===== src/rtl/alu_op_sequencer.sv =====
// rtl/alu_op_sequencer.sv - multi-cycle control sequencer driving the shared-bus ALU datapath
module alu_op_sequencer #(
    parameter int NREG = 8,
    parameter int PC_W = 8
) (
    input  logic            clock,
    input  logic            resetn,
    input  logic            instr_valid,
    output logic            instr_ready,
    input  logic [15:0]     instr,
    input  logic            ext_valid,
    input  logic [15:0]     bus,
    output logic [PC_W-1:0] pc,
    output logic            read_addr,
    output logic            aen,
    output logic            gen,
    output logic            gout,
    output logic [2:0]      sel,
    output logic            extern_en,
    output logic            reg_wr_en,
    output logic [3:0]      reg_wr_idx,
    output logic            tri_en,
    output logic [3:0]      tri_idx,
    output logic            retire,
    output logic            busy
);

    typedef enum logic [1:0] {S_FETCH, S_EX1, S_EX2, S_EX3} state_t;

    localparam logic [4:0] NREG_W  = 5'(NREG);
    localparam logic [3:0] OP_ONES = 4'd9;

    state_t          state_q, state_d;
    logic [15:0]     ir_q, ir_d;
    logic [PC_W-1:0] pc_q, pc_d;

    logic [3:0] op, rx, ry;
    logic       wr_cand, tri_cand, jump;
    logic [3:0] wr_idx_c, tri_idx_c;
    logic       unused_bits;

    assign op = ir_q[15:12];
    assign rx = ir_q[11:8];
    assign ry = ir_q[7:4];
    assign pc = pc_q;
    assign unused_bits = ^{ir_q[3:0], bus};

    function automatic logic idx_ok(input logic [3:0] idx);
        return {1'b0, idx} < NREG_W;
    endfunction

    always_comb begin
        state_d     = state_q;
        ir_d        = ir_q;
        pc_d        = pc_q;
        instr_ready = 1'b0;
        read_addr   = 1'b0;
        aen         = 1'b0;
        gen         = 1'b0;
        gout        = 1'b0;
        sel         = 3'b000;
        extern_en   = 1'b0;
        retire      = 1'b0;
        wr_cand     = 1'b0;
        wr_idx_c    = 4'h0;
        tri_cand    = 1'b0;
        tri_idx_c   = 4'h0;
        jump        = 1'b0;

        case (state_q)
            S_FETCH: begin
                instr_ready = 1'b1;
                if (instr_valid) begin
                    ir_d    = instr;
                    state_d = S_EX1;
                end
            end
            S_EX1: begin
                case (op)
                    4'd0: begin
                        // load parks here until the external word shows up
                        if (ext_valid) begin
                            extern_en = 1'b1;
                            wr_cand   = 1'b1;
                            wr_idx_c  = rx;
                            retire    = 1'b1;
                        end
                    end
                    4'd1: begin
                        tri_cand  = 1'b1;
                        tri_idx_c = ry;
                        wr_cand   = 1'b1;
                        wr_idx_c  = rx;
                        retire    = 1'b1;
                    end
                    4'd2: begin
                        read_addr = 1'b1;
                        wr_cand   = 1'b1;
                        wr_idx_c  = rx;
                        retire    = 1'b1;
                    end
                    4'd3: begin
                        tri_cand  = 1'b1;
                        tri_idx_c = rx;
                        jump      = 1'b1;
                        retire    = 1'b1;
                    end
                    4'd4, 4'd5, 4'd6, 4'd7, 4'd8, 4'd9: begin
                        tri_cand  = 1'b1;
                        tri_idx_c = rx;
                        aen       = 1'b1;
                        state_d   = S_EX2;
                    end
                    default: retire = 1'b1;
                endcase
            end
            S_EX2: begin
                gen      = 1'b1;
                tri_cand = 1'b1;
                state_d  = S_EX3;
                if (op == OP_ONES) begin
                    sel       = 3'b101;
                    tri_idx_c = rx;
                end else begin
                    sel       = 3'(op - 4'd4);
                    tri_idx_c = ry;
                end
            end
            S_EX3: begin
                gout     = 1'b1;
                wr_cand  = 1'b1;
                wr_idx_c = (op == OP_ONES) ? 4'h0 : rx;
                retire   = 1'b1;
            end
            default: state_d = S_FETCH;
        endcase

        if (retire) begin
            state_d = S_FETCH;
            pc_d    = jump ? bus[PC_W-1:0] : pc_q + PC_W'(1);
        end

        // out-of-range register indices suppress only the strobe, never the sequence
        reg_wr_en  = wr_cand && idx_ok(wr_idx_c);
        reg_wr_idx = reg_wr_en ? wr_idx_c : 4'h0;
        tri_en     = tri_cand && idx_ok(tri_idx_c);
        tri_idx    = tri_en ? tri_idx_c : 4'h0;
        busy       = (state_q != S_FETCH);
    end

    always_ff @(posedge clock or negedge resetn) begin
        if (!resetn) begin
            state_q <= S_FETCH;
            ir_q    <= 16'h0000;
            pc_q    <= '0;
        end else begin
            state_q <= state_d;
            ir_q    <= ir_d;
            pc_q    <= pc_d;
        end
    end

endmodule


===== config.mk =====
export PLATFORM = sky130hd
export DESIGN_NAME = alu_op_sequencer
export DESIGN_NICKNAME = d
export VERILOG_FILES = /design/src/rtl/alu_op_sequencer.sv
export SDC_FILE = /design/constraint.sdc
export NUM_CORES = 1
export LEC_CHECK = 0
export CORE_UTILIZATION = 38
export DETAILED_ROUTE_END_ITERATION = 8
export PLACE_DENSITY = 0.84
export SLEW_MARGIN = 20
export SYNTH_ARGS = -nofsm -noshare
export SYNTH_HDL_FRONTEND = slang
export SYNTH_SLANG_ARGS = --single-unit

===== constraint.sdc =====
create_clock -name clock -period 1.9 [get_ports clock]
set_input_delay 0.285 -clock clock [delete_from_list [all_inputs] [get_ports clock]]
set_output_delay 0.285 -clock clock [all_outputs]
set_load 0.03 [all_outputs]

Word-level counts from Yosys, hierarchy flattened

Cells that the tools add are included.

Register bits: 26
Logic and storage cells: 67
Bits of input ports: 36
Output and inout bits: 29

Reductions and logical operators: 12
Magnitude comparators: 2
Equal/unequal tests: 14
Add/subtract/negate cells: 2
Muxes and demuxes: 34

Operators with widths:

| cell                | count |
|---|---|
| $pmux 4 s2          | 4 |
| $mux 4              | 5 |
| $eq 4x3->1 const B  | 4 |
| $mux 1              | 13 |
| $pmux 1 s2          | 5 |
| $add 8x1->8 const B | 1 |
| $eq 4x2->1 const B  | 2 |
| $eq 4x4->1 const B  | 2 |
| $lt 4x4->1 const B  | 2 |
| $mux 8              | 1 |
| $reduce_or 8->1     | 1 |
| $reduce_or 7->1     | 1 |
| $mux 2              | 3 |
| $mux 3              | 2 |
| $pmux 2 s3          | 1 |
| $reduce_or 6->1     | 1 |
| $eq 2x2->1 const B  | 2 |
| $eq 4x1->1 const B  | 1 |
| $logic_not 4->1     | 1 |
| $reduce_bool 4->1   | 1 |
| $ne 3x2->1 const B  | 1 |
| $ne 3x3->1 const B  | 1 |
| $reduce_and 3->1    | 1 |
| $sub 3x3->3 const B | 1 |
| 6 further kinds     | 7 |

Logic depth before layout (Yosys ltp)

Depth in word-level cells: 7
Mapped depth: 9

Worst setup path after synthesis

No wires, ideal clock.

Path type: reg-to-output
From: reg state_q[0]
To: out tri_idx[0]
Required time: 1615 ps
Stages on the path, launching flop included: 8
Arrival time: 2122 ps
Path slack: -507 ps
Cell sequence: dfrtp_1 inv_1 ha_1 nand3b_1 mux2_4 a22o_1 o22a_1 nor2_1

Word-level cells in the longest chain between the ends: 5

RTL lines:

| item                                     | RTL line | text |
|---|---|---|
| start: declaration                       | 33       | `state_t state_q, state_d;` |
| start signal: assignment                 | 157      | `state_q <= state_d;` |
| $eq 2x2->1 or $eq 2x1->1 (tied branches) | 70       | `case (state_q)` |
| $pmux 4 s2                               | 70       |  |
| $lt 4x4->1                               | 49       | `return {1'b0, idx} < NREG_W;` |
| $logic_and 1x1->1                        | 146      | `tri_en = tri_cand && idx_ok(tri_idx_c);` |
| $mux 4 *                                 | 147      | `tri_idx = tri_en ? tri_idx_c : 4'h0;` |
| end: declaration                         | 23       | `output logic [3:0] tri_idx,` |

Every way passes the cells marked *; elsewhere a longest branch is shown, timed or not.

Final worst setup path

From: reg ir_q[14]
To: out tri_idx[2]

Word-level cells in the longest chain between the ends: 7

RTL lines:

| item                               | RTL line | text |
|---|---|---|
| start: declaration                 | 34       | `logic [15:0] ir_q, ir_d;` |
| start signal: assignment           | 158      | `ir_q <= ir_d;` |
| $eq 4x4->1 (tied with other cells) | 79, 121  |  |
| $reduce_or 7->1 (no line)          | n/a      |  |
| $pmux 4 s2                         | 79       | `case (op)` |
| $pmux 4 s2                         | 70       |  |
| $lt 4x4->1                         | 49       |  |
| $logic_and 1x1->1                  | 146      |  |
| $mux 4 *                           | 147      |  |

Marked as above.

==> tab_implementation.tex <==
\begin{tabular}{lr}
\hline
Metric & Value \\
\hline
\multicolumn{2}{l}{\textbf{Hold path}} \\
\quad Class of the tightest hold or removal check & in -> async \\
\multicolumn{2}{l}{\textbf{Critical path}} \\
\quad Worst r2r dst & pc[2] \\
\quad Worst reg2reg path depth & 9 \\
\quad Element type at the critical path end & output port \\
\quad Data required time at the worst endpoint & between 1.5 and 2 ns \\
\quad Data arrival, critical path & 2.16 ns \\
\quad Max FO, Critical Path & 6 \\
\quad Reg-to-reg slack, setup & 0.11 ns \\
\quad Worst Setup Path Type & reg -> out \\
\quad Worst flop-to-flop path startpoint & state\_q[0] \\
\quad Startpoint type of the worst setup path & register \\
\multicolumn{2}{l}{\textbf{Power}} \\
\quad Switching share of total power & between 40\% and 50\% \\
\quad Power share of the clock group & 7.5\% \\
\quad Leakage power of the design & between 1 and 1.5 nW \\
\quad Internal Power & 2.51 mW \\
\quad Flop pwr share & approximately a fifth \\
\quad Power density of the placed cells & 1850 mW/mm2 \\
\quad Combinational Power Share & around 70\% \\
\quad Worst IR Drop VDD & a little over 0.0008 V \\
\quad Net Switching & 2.15 mW \\
\multicolumn{2}{l}{\textbf{CTS}} \\
\quad Worst-path clk slew & around 0.080 ns \\
\quad Total clock buffers created by CTS & 3 \\
\quad Root buffer cell & clkbuf\_8 \\
\quad Clock tree sinks & 22 \\
\quad Buffer levels on the longest clock path & 2 \\
\quad Number of H-tree levels & 1 \\
\quad TritonCTS clock tree & built \\
\quad Clock latency at the later pin of the worst-skew pair & 0.27 ns \\
\quad Post-CTS Hold Buffers & 0 \\
\multicolumn{2}{l}{\textbf{Yosys}} \\
\quad Count of yosys warnings during synthesis & 0 \\
\quad Async set or reset register ratio after synthesis & 100\% \\
\quad Average instance area after synthesis & roughly 9.1 um2 \\
\quad Post-Syn Instances & $\sim$160 \\
\quad Top post-synthesis cells by area & dfrtp\_1, mux2\_2, a21oi\_1 \\
\quad Yosys reg bits & 22 \\
\quad Post-Syn Area & between 0.001 and 0.0015 mm2 \\
\quad Leading area contributor after synthesis & dfrtp\_1 \\
\quad Number of distinct library cells after synthesis & 42 \\
\quad Synth top area share & 37.3\% \\
\quad Count of flip-flops with a built-in enable after synthesis & 0 \\
\quad Register area share after synthesis & roughly 37\% \\
\quad Commonest register cell after synthesis & dfrtp\_1 \\
\multicolumn{2}{l}{\textbf{STA}} \\
\quad Upper clock frequency limit & 0.409 GHz \\
\quad Count of endpoints failing setup in the final report & 9 \\
\quad Min Tclk post-route & roughly 2.4 ns \\
\quad Crit share post-route & 129\% \\
\quad Final Hold Violating Endpoints & 0 \\
\quad Max Clock Skew & roughly 0.00057 ns \\
\quad Unrepaired setup endpoints after global routing & true \\
\quad Number of max-slew violations in the final report & 0 \\
\quad Setup TNS Final & -3.25 ns \\
\quad Final worst-path setup slack & -0.543 ns \\
\multicolumn{2}{l}{\textbf{Place}} \\
\quad GP Congestion & between 0.8 and 0.9 \\
\quad Count of buffers inserted at the top-level ports & 50 \\
\quad HPWL after detailed placement & between 3000 and 4000 um \\
\quad Number of instances in the placed design & between 200 and 300 \\
\quad Total cell area at the placement stage & approximately 0.0023 mm2 \\
\multicolumn{2}{l}{\textbf{Routing}} \\
\quad Total wire length after detailed routing & 4590 um \\
\quad Number of nets with antenna violations after detailed routing & 0 \\
\quad Remaining design rule violation count & 0 \\
\quad Initial DRC Count & a little over 100 \\
\quad Vias post-DR & around 1,600 \\
\quad TritonRoute pass-1 iters & 4 \\
\quad Via count normalized by instance count & between 5 and 6 \\
\quad Routed wire per std cell & about 16 um \\
\multicolumn{2}{l}{\textbf{Die}} \\
\quad Die outline width & around 64 um \\
\quad Die Footprint & a little over 0.004 mm2 \\
\quad Vertical die dimension & about 64 um \\
\quad Starting density of the core & around 40\% \\
\quad Number of I/O pins & between 60 and 70 \\
\quad Num rows & 22 \\
\quad Core region area & approximately 0.0037 mm2 \\
\multicolumn{2}{l}{\textbf{Cells and area}} \\
\quad Relative area change from synthesis to final layout & 70.3\% \\
\quad Sequential Area & roughly 550 um2 \\
\quad Multi-input logic area & between 0.001 and 0.0015 mm2 \\
\quad Count of non-filler cells in the finished layout & about 300 \\
\quad Layout cells sized above 1 & roughly two fifths \\
\quad Filler Cells Inserted & about 280 \\
\quad Total inserted antenna cells & 0 \\
\quad Design area & approximately 0.0025 mm2 \\
\quad Leading cell types in the layout, fill and taps excluded & buf\_4, clkdlybuf4s50\_1, dfrtp\_1 \\
\quad Most common cell after layout, fill and taps aside & buf\_4 \\
\quad Total number of nets in the final design & 286 \\
\multicolumn{2}{l}{\textbf{Global routing}} \\
\quad GRT Overall Usage & between 20\% and 30\% \\
\quad Pin count of the biggest net entering global routing & 23 \\
\quad Number of global-route vias before repair & $\sim$1,500 \\
\quad Final global-route overflow total & 0 \\
\quad Wire length of the first global-routing pass & about 7100 um \\
\quad Antenna violations before repair & 0 \\
\multicolumn{2}{l}{\textbf{Status}} \\
\quad Failing checks & negative setup slack \\
\quad Outcome & complete, but fails checks \\
\multicolumn{2}{l}{\textbf{Flow run}} \\
\quad Max-cap violations & 0 \\
\hline
\end{tabular}
==> worst max-delay path by stage <==
stage | start | end | slack, ns | cells past startpoint
floorplan | ir_q[14] | tri_idx[0] | -0.11 | 6
global placement | ext_valid | reg_wr_idx[2] | -0.49 | 6
detailed placement | ext_valid | reg_wr_idx[2] | -0.54 | 6
CTS | ir_q[13] | tri_idx[2] | -0.52 | 7
global route | ir_q[14] | tri_idx[2] | -0.67 | 7
finish | ir_q[14] | tri_idx[2] | -0.54 | 7
==> area by class of cell <==
class                           count  share of cell area, %
Clock buffer                        4                   2.19
Sequential cell                    22                   21.9
Inverter                            6                  0.896
Tap cell                           48                   2.39
Timing Repair Buffer               88                   32.1
Multi-Input combinational cell    124                   40.5
==> metrics by stage <==
stage                     utilization (%)  total power, mW  hold WS (ns)  setup slack, ns
after floorplan                         -             2.69       -0.0106           -0.105
after global placement               61.9             3.73         0.516           -0.490
after detailed placement             61.9             3.81         0.526           -0.539
after CTS                            64.9             4.27         0.376           -0.516
after global routing                 68.2             4.92         0.387           -0.669
final                                68.2             4.66         0.362           -0.543
==> cells in the mapped netlist (2+ instances only) <==
| cell | n |
|---|---|
| a21boi_0 | 2 |
| a21oi_1 | 14 |
| a222oi_1 | 3 |
| a31oi_1 | 3 |
| and2_1 | 6 |
| and3_1 | 2 |
| buf_2 | 7 |
| buf_4 | 2 |
| clkbuf_1 | 2 |
| dfrtp_1 | 22 |
| ha_1 | 5 |
| inv_1 | 6 |
| mux2_2 | 15 |
| nand2_1 | 12 |
| nand2b_1 | 4 |
| nand3_1 | 6 |
| nand3b_1 | 2 |
| nor2_1 | 14 |
| nor2b_1 | 2 |
| nor3_1 | 2 |
| nor3b_1 | 2 |
| nor4bb_1 | 2 |
| o21ai_0 | 7 |
| o22ai_1 | 3 |
==> routing by layer <==
| metal | vias to the layer above | global-route usage, % | part of all wire (%) |
|---|---|---|---|
| met3 | 13 | 1.96 | 4.1 |
| li1 | 750 | - | - |
| met4 | 0 | 8.33 | 2.8 |
| met1 | 763 | 29.1 | 42 |
| met2 | 55 | 38.0 | 51 |
| met5 | - | 0 | 0 |
==> power groups by stage <==
stage	combinational, mW	clock [mW]	sequential (mW)
after floorplan	1.61	0	1.08
after global placement	2.78	0	0.951
after detailed placement	2.85	0	0.959
after CTS	2.98	0.354	0.941
after global routing	3.54	0.375	1.01
final	3.34	0.349	0.965
==> cell families (layout without fill, tap and decap cells) <==
family	after synthesis	count (layout)	share of synthesized area [%]
simple gates	59	59	21.5
compound gates	41	41	17.9
flops	22	22	37.3
buf+inv	18	98	5.68
mux	17	17	13.1
fa+ha+maj	5	5	4.24
other cells	1	2	0.254
==> sequential cells by signal, summed over array words and instances (netlist names) <==
name	flops
pc	8
ir_q	12
state_q	2
==> repair_timing <==
item / 4_1_cts / 5_1_grt
buffers inserted: 3 / 1
pin swaps: 3 / 6
resized for setup: 42 / 28
setup endpoints to repair: 18 / 15
==> critical path: stages (launching register included) <==
cell,delay [ns]
dfrtp_1,0.41
nor4bb_2,0.29
buf_4,0.21
mux2_4,0.31
a22o_1,0.19
o22a_4,0.23
nor2_4,0.11
buf_6,0.13
(Power assumes the default switching activity.)
